**config.mk**
```make
export PLATFORM = sky130hd
export DESIGN_NAME = ras_scan_ctrl
export DESIGN_NICKNAME = d
export VERILOG_FILES = /design/src/rtl/ras_scan_ctrl_pkg.sv /design/src/rtl/ras_scan_ctrl_cfi_first_sel.sv /design/src/rtl/ras_scan_ctrl.sv
export SDC_FILE = /design/constraint.sdc
export NUM_CORES = 1
export LEC_CHECK = 0
export ABC_CLOCK_PERIOD_IN_PS = 3920
export CAP_MARGIN = 20
export CELL_PAD_IN_SITES_DETAIL_PLACEMENT = 1
export CELL_PAD_IN_SITES_GLOBAL_PLACEMENT = 1
export CORE_ASPECT_RATIO = 1.2
export CORE_MARGIN = 2
export CORE_UTILIZATION = 34
export DETAILED_ROUTE_END_ITERATION = 6
export PLACE_DENSITY_LB_ADDON = 0.1
export SLEW_MARGIN = 15
export SYNTH_ARGS = -nofsm -noshare
export SYNTH_HDL_FRONTEND = slang
export SYNTH_SLANG_ARGS = --single-unit
```
**constraint.sdc**
```tcl
create_clock -name clk_i -period 3.92 [get_ports clk_i]
set_input_delay 0.784 -clock clk_i [delete_from_list [all_inputs] [get_ports clk_i]]
set_output_delay 0.784 -clock clk_i [all_outputs]
set_load 0.02 [all_outputs]
```
**src/rtl/ras_scan_ctrl_pkg.sv**
```systemverilog
// Shared types for the RAS scan controller.
// ras_t matches the frontend RAS top-of-stack entry (valid + return address).
package ras_scan_ctrl_pkg;

    typedef struct packed {
        logic        valid;
        logic [63:0] ra;
    } ras_t;

    // Encoding is {is_ret, is_call}, so bit 0 means push and bit 1 means pop.
    typedef enum logic [1:0] {
        CFI_NONE  = 2'd0,
        CFI_CALL  = 2'd1,
        CFI_RET   = 2'd2,
        CFI_CORET = 2'd3
    } cfi_kind_t;

    typedef enum logic [1:0] {
        StIdle,
        StScan,
        StOut
    } state_e;

    // Address of the instruction following a slot.
    function automatic logic [63:0] link_addr(input logic [63:0] pc, input logic rvc);
        return pc + (rvc ? 64'd2 : 64'd4);
    endfunction

endpackage

```
**src/rtl/ras_scan_ctrl_cfi_first_sel.sv**
```systemverilog
// cfi_first_sel: priority encoder returning the lowest set flag index.
module cfi_first_sel #(
    parameter int unsigned N    = 2,
    parameter int unsigned IdxW = (N > 1) ? $clog2(N) : 1
) (
    input  logic [N-1:0]    flags_i,
    output logic [IdxW-1:0] idx_o,
    output logic            found_o
);

    // Scan from the top down so the lowest set index wins.
    always_comb begin
        idx_o   = '0;
        found_o = 1'b0;
        for (int i = N - 1; i >= 0; i--) begin
            if (flags_i[i]) begin
                idx_o   = IdxW'(i);
                found_o = 1'b1;
            end
        end
    end

endmodule

```
**src/rtl/ras_scan_ctrl.sv**
```systemverilog
// ras_scan_ctrl: picks the first call/return slot of a fetch packet, predicts
// the return target from the RAS top and drives one RAS update per packet.
// Optional feature macro: RAS_SCAN_PERF_EN (return-miss counter).
module ras_scan_ctrl
    import ras_scan_ctrl_pkg::*;
#(
    parameter int unsigned INSTR_PER_FETCH = 2,
    localparam int unsigned SlotW = (INSTR_PER_FETCH > 1) ? $clog2(INSTR_PER_FETCH) : 1
) (
    input  logic                          clk_i,
    input  logic                          rst_ni,
    input  logic                          flush_i,
    input  logic                          fetch_valid_i,
    output logic                          fetch_ready_o,
    input  logic [INSTR_PER_FETCH-1:0]    slot_valid_i,
    input  logic [INSTR_PER_FETCH-1:0]    is_call_i,
    input  logic [INSTR_PER_FETCH-1:0]    is_ret_i,
    input  logic [INSTR_PER_FETCH-1:0]    is_rvc_i,
    input  logic [INSTR_PER_FETCH*64-1:0] slot_pc_i,
    input  ras_t                          ras_i,
    output logic                          ras_push_o,
    output logic                          ras_pop_o,
    output logic [63:0]                   ras_data_o,
    output logic                          pred_valid_o,
    input  logic                          pred_ready_i,
    output cfi_kind_t                     pred_kind_o,
    output logic [SlotW-1:0]              pred_slot_o,
    output logic [63:0]                   pred_target_o,
    output logic                          pred_target_valid_o,
    output logic [31:0]                   perf_ret_miss_o
);

    state_e state_q, state_d;

    logic [INSTR_PER_FETCH-1:0]       slot_valid_q, is_call_q, is_ret_q, is_rvc_q;
    logic [INSTR_PER_FETCH-1:0][63:0] slot_pc_q;

    cfi_kind_t   kind_q, scan_kind;
    logic [SlotW-1:0] slot_q, sel_idx;
    logic        sel_found;
    logic [63:0] link_q, target_q;
    logic        target_valid_q;
    logic        fetch_accept, handoff;

    assign fetch_accept = fetch_valid_i && fetch_ready_o;
    assign handoff      = (state_q == StOut) && pred_ready_i && !flush_i;

    cfi_first_sel #(
        .N    (INSTR_PER_FETCH),
        .IdxW (SlotW)
    ) u_first_sel (
        .flags_i (slot_valid_q & (is_call_q | is_ret_q)),
        .idx_o   (sel_idx),
        .found_o (sel_found)
    );

    // Kind of the selected slot; NONE when nothing is flagged.
    always_comb begin
        scan_kind = CFI_NONE;
        if (sel_found) begin
            scan_kind = cfi_kind_t'({is_ret_q[sel_idx], is_call_q[sel_idx]});
        end
    end

    // State register.
    always_ff @(posedge clk_i or negedge rst_ni) begin
        if (!rst_ni) begin
            state_q <= StIdle;
        end else begin
            state_q <= state_d;
        end
    end

    // Next-state logic; flush always returns to IDLE.
    always_comb begin
        state_d = state_q;
        unique case (state_q)
            StIdle:  if (fetch_valid_i && !flush_i) state_d = StScan;
            StScan:  state_d = flush_i ? StIdle : StOut;
            StOut: begin
                if (flush_i) begin
                    state_d = StIdle;
                end else if (pred_ready_i) begin
                    state_d = fetch_valid_i ? StScan : StIdle;
                end
            end
            default: state_d = StIdle;
        endcase
    end

    // Handshakes and RAS ops; ops fire only on an unflushed handoff.
    always_comb begin
        fetch_ready_o = 1'b0;
        pred_valid_o  = 1'b0;
        ras_push_o    = 1'b0;
        ras_pop_o     = 1'b0;
        unique case (state_q)
            StIdle: fetch_ready_o = !flush_i;
            StScan: ;
            StOut: begin
                pred_valid_o  = 1'b1;
                fetch_ready_o = pred_ready_i && !flush_i;
                ras_push_o    = handoff && kind_q[0];
                ras_pop_o     = handoff && kind_q[1];
            end
            default: ;
        endcase
    end

    assign ras_data_o = ras_push_o ? link_q : '0;

    // Packet capture on accept, prediction capture in SCAN (RAS top sampled here).
    always_ff @(posedge clk_i or negedge rst_ni) begin
        if (!rst_ni) begin
            slot_valid_q   <= '0;
            is_call_q      <= '0;
            is_ret_q       <= '0;
            is_rvc_q       <= '0;
            slot_pc_q      <= '0;
            kind_q         <= CFI_NONE;
            slot_q         <= '0;
            link_q         <= '0;
            target_q       <= '0;
            target_valid_q <= 1'b0;
        end else begin
            if (fetch_accept) begin
                slot_valid_q <= slot_valid_i;
                is_call_q    <= is_call_i;
                is_ret_q     <= is_ret_i;
                is_rvc_q     <= is_rvc_i;
                slot_pc_q    <= slot_pc_i;
            end
            if (state_q == StScan) begin
                kind_q         <= scan_kind;
                slot_q         <= sel_idx;
                link_q         <= link_addr(slot_pc_q[sel_idx], is_rvc_q[sel_idx]);
                target_q       <= scan_kind[1] ? ras_i.ra : 64'd0;
                target_valid_q <= scan_kind[1] ? ras_i.valid : 1'b0;
            end
        end
    end

    assign pred_kind_o         = kind_q;
    assign pred_slot_o         = slot_q;
    assign pred_target_o       = target_q;
    assign pred_target_valid_o = target_valid_q;

`ifdef RAS_SCAN_PERF_EN
    logic [31:0] perf_q;

    // Saturating count of returns handed off with an invalid RAS top.
    always_ff @(posedge clk_i or negedge rst_ni) begin
        if (!rst_ni) begin
            perf_q <= '0;
        end else if (handoff && kind_q[1] && !target_valid_q && (perf_q != '1)) begin
            perf_q <= perf_q + 32'd1;
        end
    end

    assign perf_ret_miss_o = perf_q;
`else
    assign perf_ret_miss_o = '0;
`endif

endmodule

```
[Word level (Yosys, flattened, before mapping)]
Index checks and enable logic that the tools add are counted.
Storage, ports and cells
  flip-flop bits (word level): 270
  latch bits: 0
  memory bits (writable): 0
  ROM bits: 0
  bits of input ports: 206
  output and inout bits: 168
  logic and storage cells: 56
  memories: 0
Cells by class
  $add $sub $neg: 1
  $mul: 0
  divide/modulo/power cells: 0
  order comparisons: 1
  eq/ne operators: 4
  shift operators: 0
  mux-type cells: 26
  bitwise gates (word level): 2
  reduce and logical (&&, ||, !) cells: 10
Operators with widths (count)
  $mux 64: 4
  $add 64x3->64: 1
  $mux 1: 14
  $mux 2: 5
  $logic_and 1x1->1: 7
  $pmux 2 s3: 1
  $mux 3: 1
  $ne 3x3->1 const B: 1
  $and 2x2->2: 1
  $eq 2x1->1 const B: 1
  $eq 2x2->1 const B: 1
  $logic_not 2->1: 1
  $lt 1x2->1 const B: 1
  $ne 2x2->1 const B: 1
  $or 2x2->2: 1
  $pmux 1 s2: 1
  $reduce_and 2->1: 1
  $logic_not 1->1: 1

[Logic depth before layout (Yosys ltp)]
  depth in word-level cells: 8
  depth in mapped cells: 17
  mapped depth without buffers: 12

[Modules after synthesis]
From an unflattened synthesis, not the netlist that was laid out.
Unflattened totals
  cells, all modules: 1207
  area, all modules: 13484.2 um^2
Modules (own cells, without submodules)
  ras_scan_ctrl: instances 1, cells each 1205, area an instance 13471.7 um^2, sequential area each 6756.5 um^2
  cfi_first_sel: instances 1, cells each 2, area an instance 12.5 um^2, sequential area each 0.0 um^2

[Least setup slack after synthesis]
Ideal clock, no wire load.
  path type: reg2reg
  from: reg is_ret_q[0]
  to: reg link_q[53]
  setup time: 0.069 ns
  arrival: 4.130 ns
  data required time: 3.851 ns
  slack: -0.279 ns
  stages on the path, launching flop included: 16
  path buffers: 4
  clock period less this slack: 4.199 ns
  path through: dfrtp_1 o21a_4 nor2_1 buf_2 buf_1 clkbuf_1 nand2_1 nand2_1 ha_1 fa_1 inv_1 or4_1 a221o_1 buf_6 or4_1 nand3_1
On the way
  cells in the longest elaborated chain, start to end: 7
  elaborated cells between the ends (all ways): 9
  those cells by class: add/sub: 1; mux: 6; bitwise: 2
Ends and longest elaborated chain
  from (decl): RTL line ras_scan_ctrl.sv:35  | logic [INSTR_PER_FETCH-1:0] slot_valid_q, is_call_q, is_ret_q, is_rvc_q;
  from (signal assigned): RTL line ras_scan_ctrl.sv:129  | is_ret_q <= is_ret_i;
  $or 2x2->2 (*): RTL line ras_scan_ctrl.sv:52  | .flags_i (slot_valid_q & (is_call_q | is_ret_q)),
  $and 2x2->2 (*): RTL line ras_scan_ctrl.sv:52
  $mux 1 (*): RTL line ras_scan_ctrl_cfi_first_sel.sv:16  | if (flags_i[i]) begin
  $mux 1 (not written as such) (2 in a row): RTL line ras_scan_ctrl.sv:136  | link_q <= link_addr(slot_pc_q[sel_idx], is_rvc_q[sel_idx]);
  $mux 3: RTL line ras_scan_ctrl_pkg.sv:26  | return pc + (rvc ? 64'd2 : 64'd4);
  $add 64x3->64 (*): RTL line ras_scan_ctrl_pkg.sv:26
  to (signal assigned): RTL line ras_scan_ctrl.sv:136
  to (decl): RTL line ras_scan_ctrl.sv:41  | logic [63:0] link_q, target_q;
Mark *: on every way between the ends. The rest lies on a longest branch, timed or not. The select of a mux whose other input is x is not followed.
A chain may end at the register's enable or synchronous reset.

[Worst setup path after layout]
  from: reg is_ret_q[0]
  to: reg link_q[61]
Same word-level chain as after synthesis.

==> results.json <==
{
  "post_drt_wl_per_cell_um": 23.03,
  "maxCapViolations": 0,
  "synthFlopType": "dfrtp_1",
  "synthXorXnorAreaFrac": 0.02196,
  "postRouteAntennaNets": 0,
  "grt_usage": 0.2365,
  "postSynthAreaPerCell_um2": 10.47,
  "synth_compound_area_frac": 0.1425,
  "startpoint_type": "flip-flop",
  "layout-drive-gt1-share": 0.1609,
  "hp-class": "in2async",
  "regMostFlops": "slot_pc_q",
  "grt_pass1_vias": 13440,
  "power.switching_mw": 3.444,
  "ys_seq_area_frac": 0.4706,
  "port_buffers": 341,
  "vias_per_cell": 5.532,
  "start_util": 0.3438,
  "min_period_ns": 3.524,
  "syn_area_mm2": 0.01436,
  "cts_resized": 0,
  "crit_fanout": 13,
  "overflow": 0,
  "cts-root-buf": "clkbuf_16",
  "clock_latency_ns": 0.57,
  "vias": 12520,
  "crit_top_cell": "nand2_1",
  "vdd_ir_drop_max_v": 0.0003398,
  "cts_tree": "built",
  "r2r_slack_ns": 0.40,
  "clockBufferDepth": 3,
  "cts_buffers": 31,
  "critPathSlowestCell": "a2111oi_0",
  "die_h_um": 229.1,
  "total_power_mw": 10.15,
  "clkPwrFrac": 0.316,
  "die_w_um": 191.6,
  "reg2reg_depth": 13,
  "syn_to_final_growth_pct": 35.37,
  "core_mm2": 0.04176,
  "synth_fa_ha_area_frac": 0.003138,
  "synth_top_family_by_area": "simple AND/OR/NAND/NOR gates",
  "antenna_found_initial": 2,
  "crit_arrival_ns": 3.96,
  "dpl.hpwl_mm": 37.43,
  "final_util": 0.4654,
  "worstMarginPinSlew_ns": 0.8743,
  "drc_errors": 0,
  "syn_inst": 1371,
  "synth-edff-count": 0,
  "wirelength_mm": 52.12,
  "relSlewSlack": 0.4020,
  "synth-async-reset-ratio": 1.000,
  "yosys-mux-area-fraction": 0.1367,
  "layout_common_cells": "clkdlybuf4s50_1 (324), dfrtp_1 (269), nand2_1 (143)",
  "max_freq_mhz": 283.8,
  "cp_num_buf_inv": 2,
  "io_pins": 374,
  "combPwrFrac": 0.274,
  "cts.sinks": 270,
  "h-tree-depth": 1,
  "timing.rr.start": "is_ret_q[0]",
  "setup.worst_path.class": "reg2reg",
  "cp_top_family": "compound AO/OA/AOI/OAI gates",
  "slew_viol_final": 0,
  "crit_path_max_incr_delay_ns": 0.82,
  "final_nets": 1900,
  "worstPathCellList": "o21a_4 > nor2_4 > nand2_1 > nand2_1 > ha_1 > fa_1 > buf_4 > nand2_1 > or4_4 > a2111oi_0 > buf_4 > nand2b_1 > nand3_1",
  "r2r-end": "link_q[61]",
  "drtPass1Iterations": 7,
  "postCtsSetupBuffers": 0,
  "final_hold_viol_count": 0,
  "synth.distinct_cells": 80,
  "setup_viol": 0,
  "finalCritPeriodShare": 0.8989,
  "power_frac_seq": 0.411,
  "hold_buffers": 0,
  "intPower_mw": 6.709,
  "dr.first_iter.drc_count": 616,
  "power_density_mw_per_mm2": 522.5,
  "clk_pin_slew_ns": 0.06,
  "finalSetupTns_ns": 0,
  "yosys_register_bits": 270,
  "cp.required_ns": 4.36,
  "hold_slack_ns": 0.2064,
  "rsz0062_at_grt": "false",
  "largest_reg_flops": 128,
  "grt_first_pass_wirelength_mm": 80.93,
  "status": "finished clean",
  "grt_max_degree": 131,
  "finalClockSkew_ns": 0.02097,
  "ys_warn_count": 0,
  "cp-end-kind": "flip-flop",
  "place_congestion": 0.8886,
  "final_common_cell": "clkdlybuf4s50_1",
  "swShare": 0.3392,
  "synth-simple-area-share": 0.1790,
  "rows": 82,
  "power.leakage_nw": 8.093,
  "fp.dieArea_mm2": 0.04389
}
## metal layers
metal / global-route usage / vias up / wire, µm
li1: - / 5736 / -
met1: 0.2987 / 6273 / 21730
met2: 0.4118 / 444 / 26080
met3: 0.04229 / 66 / 3091
met4: 0.06538 / 0 / 1222
met5: 0 / - / 0
## synth_stat cells, types with 22 or more instances
cell type | number | area share
o21ai_0 | 50 | 0.017
mux2i_1 | 42 | 0.029
mux2_2 | 137 | 0.11
and3_1 | 86 | 0.037
clkbuf_1 | 64 | 0.017
nor2_1 | 37 | 0.0097
dfrtp_1 | 270 | 0.47
a21oi_1 | 26 | 0.0091
nand4_1 | 62 | 0.027
nand3_1 | 44 | 0.015
a22o_1 | 66 | 0.040
nand2_1 | 143 | 0.037
nor3_1 | 22 | 0.0077
buf_4 | 32 | 0.017
## power groups by stage
| stage | Sequential, mW | Clock [mW] | Combinational [mW] |
|---|---|---|---|
| after floorplan | 4.06 | 0 | 1.56 |
| after global placement | 4.21 | 0 | 2.72 |
| after detailed placement | 4.20 | 0 | 2.79 |
| after CTS | 4.17 | 3.30 | 2.80 |
| after global routing | 4.26 | 3.41 | 3.04 |
| final | 4.17 | 3.21 | 2.78 |
## final cells by class
cell class                 instances  area [µm²]
fill                            4539       22320
multi-input combinational       1001        7096
tap                              546       683.2
timing repair buffer             378        3731
clock buffer                      41       873.3
sequential                       270        6758
antenna                            2       5.005
inverter                           9       33.78
clock inverter                    16       254.0
## worst max-delay path by stage
stage,start,to,slack (ns),depth (start not counted)
final,is_ret_q[0],link_q[61],0.40,13
after detailed placement,is_ret_q[0],link_q[61],0.39,13
after floorplan,is_ret_q[1],link_q[53],0.01,15
after global routing,is_ret_q[0],link_q[61],0.16,13
after global placement,is_ret_q[0],link_q[61],0.46,13
after CTS,is_ret_q[0],link_q[61],0.35,13
## through the flow
stage | std cells | setup slack, ns | cell area, µm²
after floorplan | 1402 | 0.01110 | 14480
after global placement | 2204 | 0.4642 | 18300
after detailed placement | 2204 | 0.3899 | 18300
after CTS | 2261 | 0.3506 | 19430
after global routing | 2263 | 0.1615 | 19430
final | 2263 | 0.3964 | 19430
## cells by family after synthesis
family / after synthesis
multiplexers: 179
flip-flops: 270
AO/OA/AOI/OAI: 270
XOR/XNOR: 36
AND/OR/NAND/NOR: 481
other: 1
buffers and inverters: 131
adder cells (fa/ha/maj): 3
(Power assumes the default switching activity.)
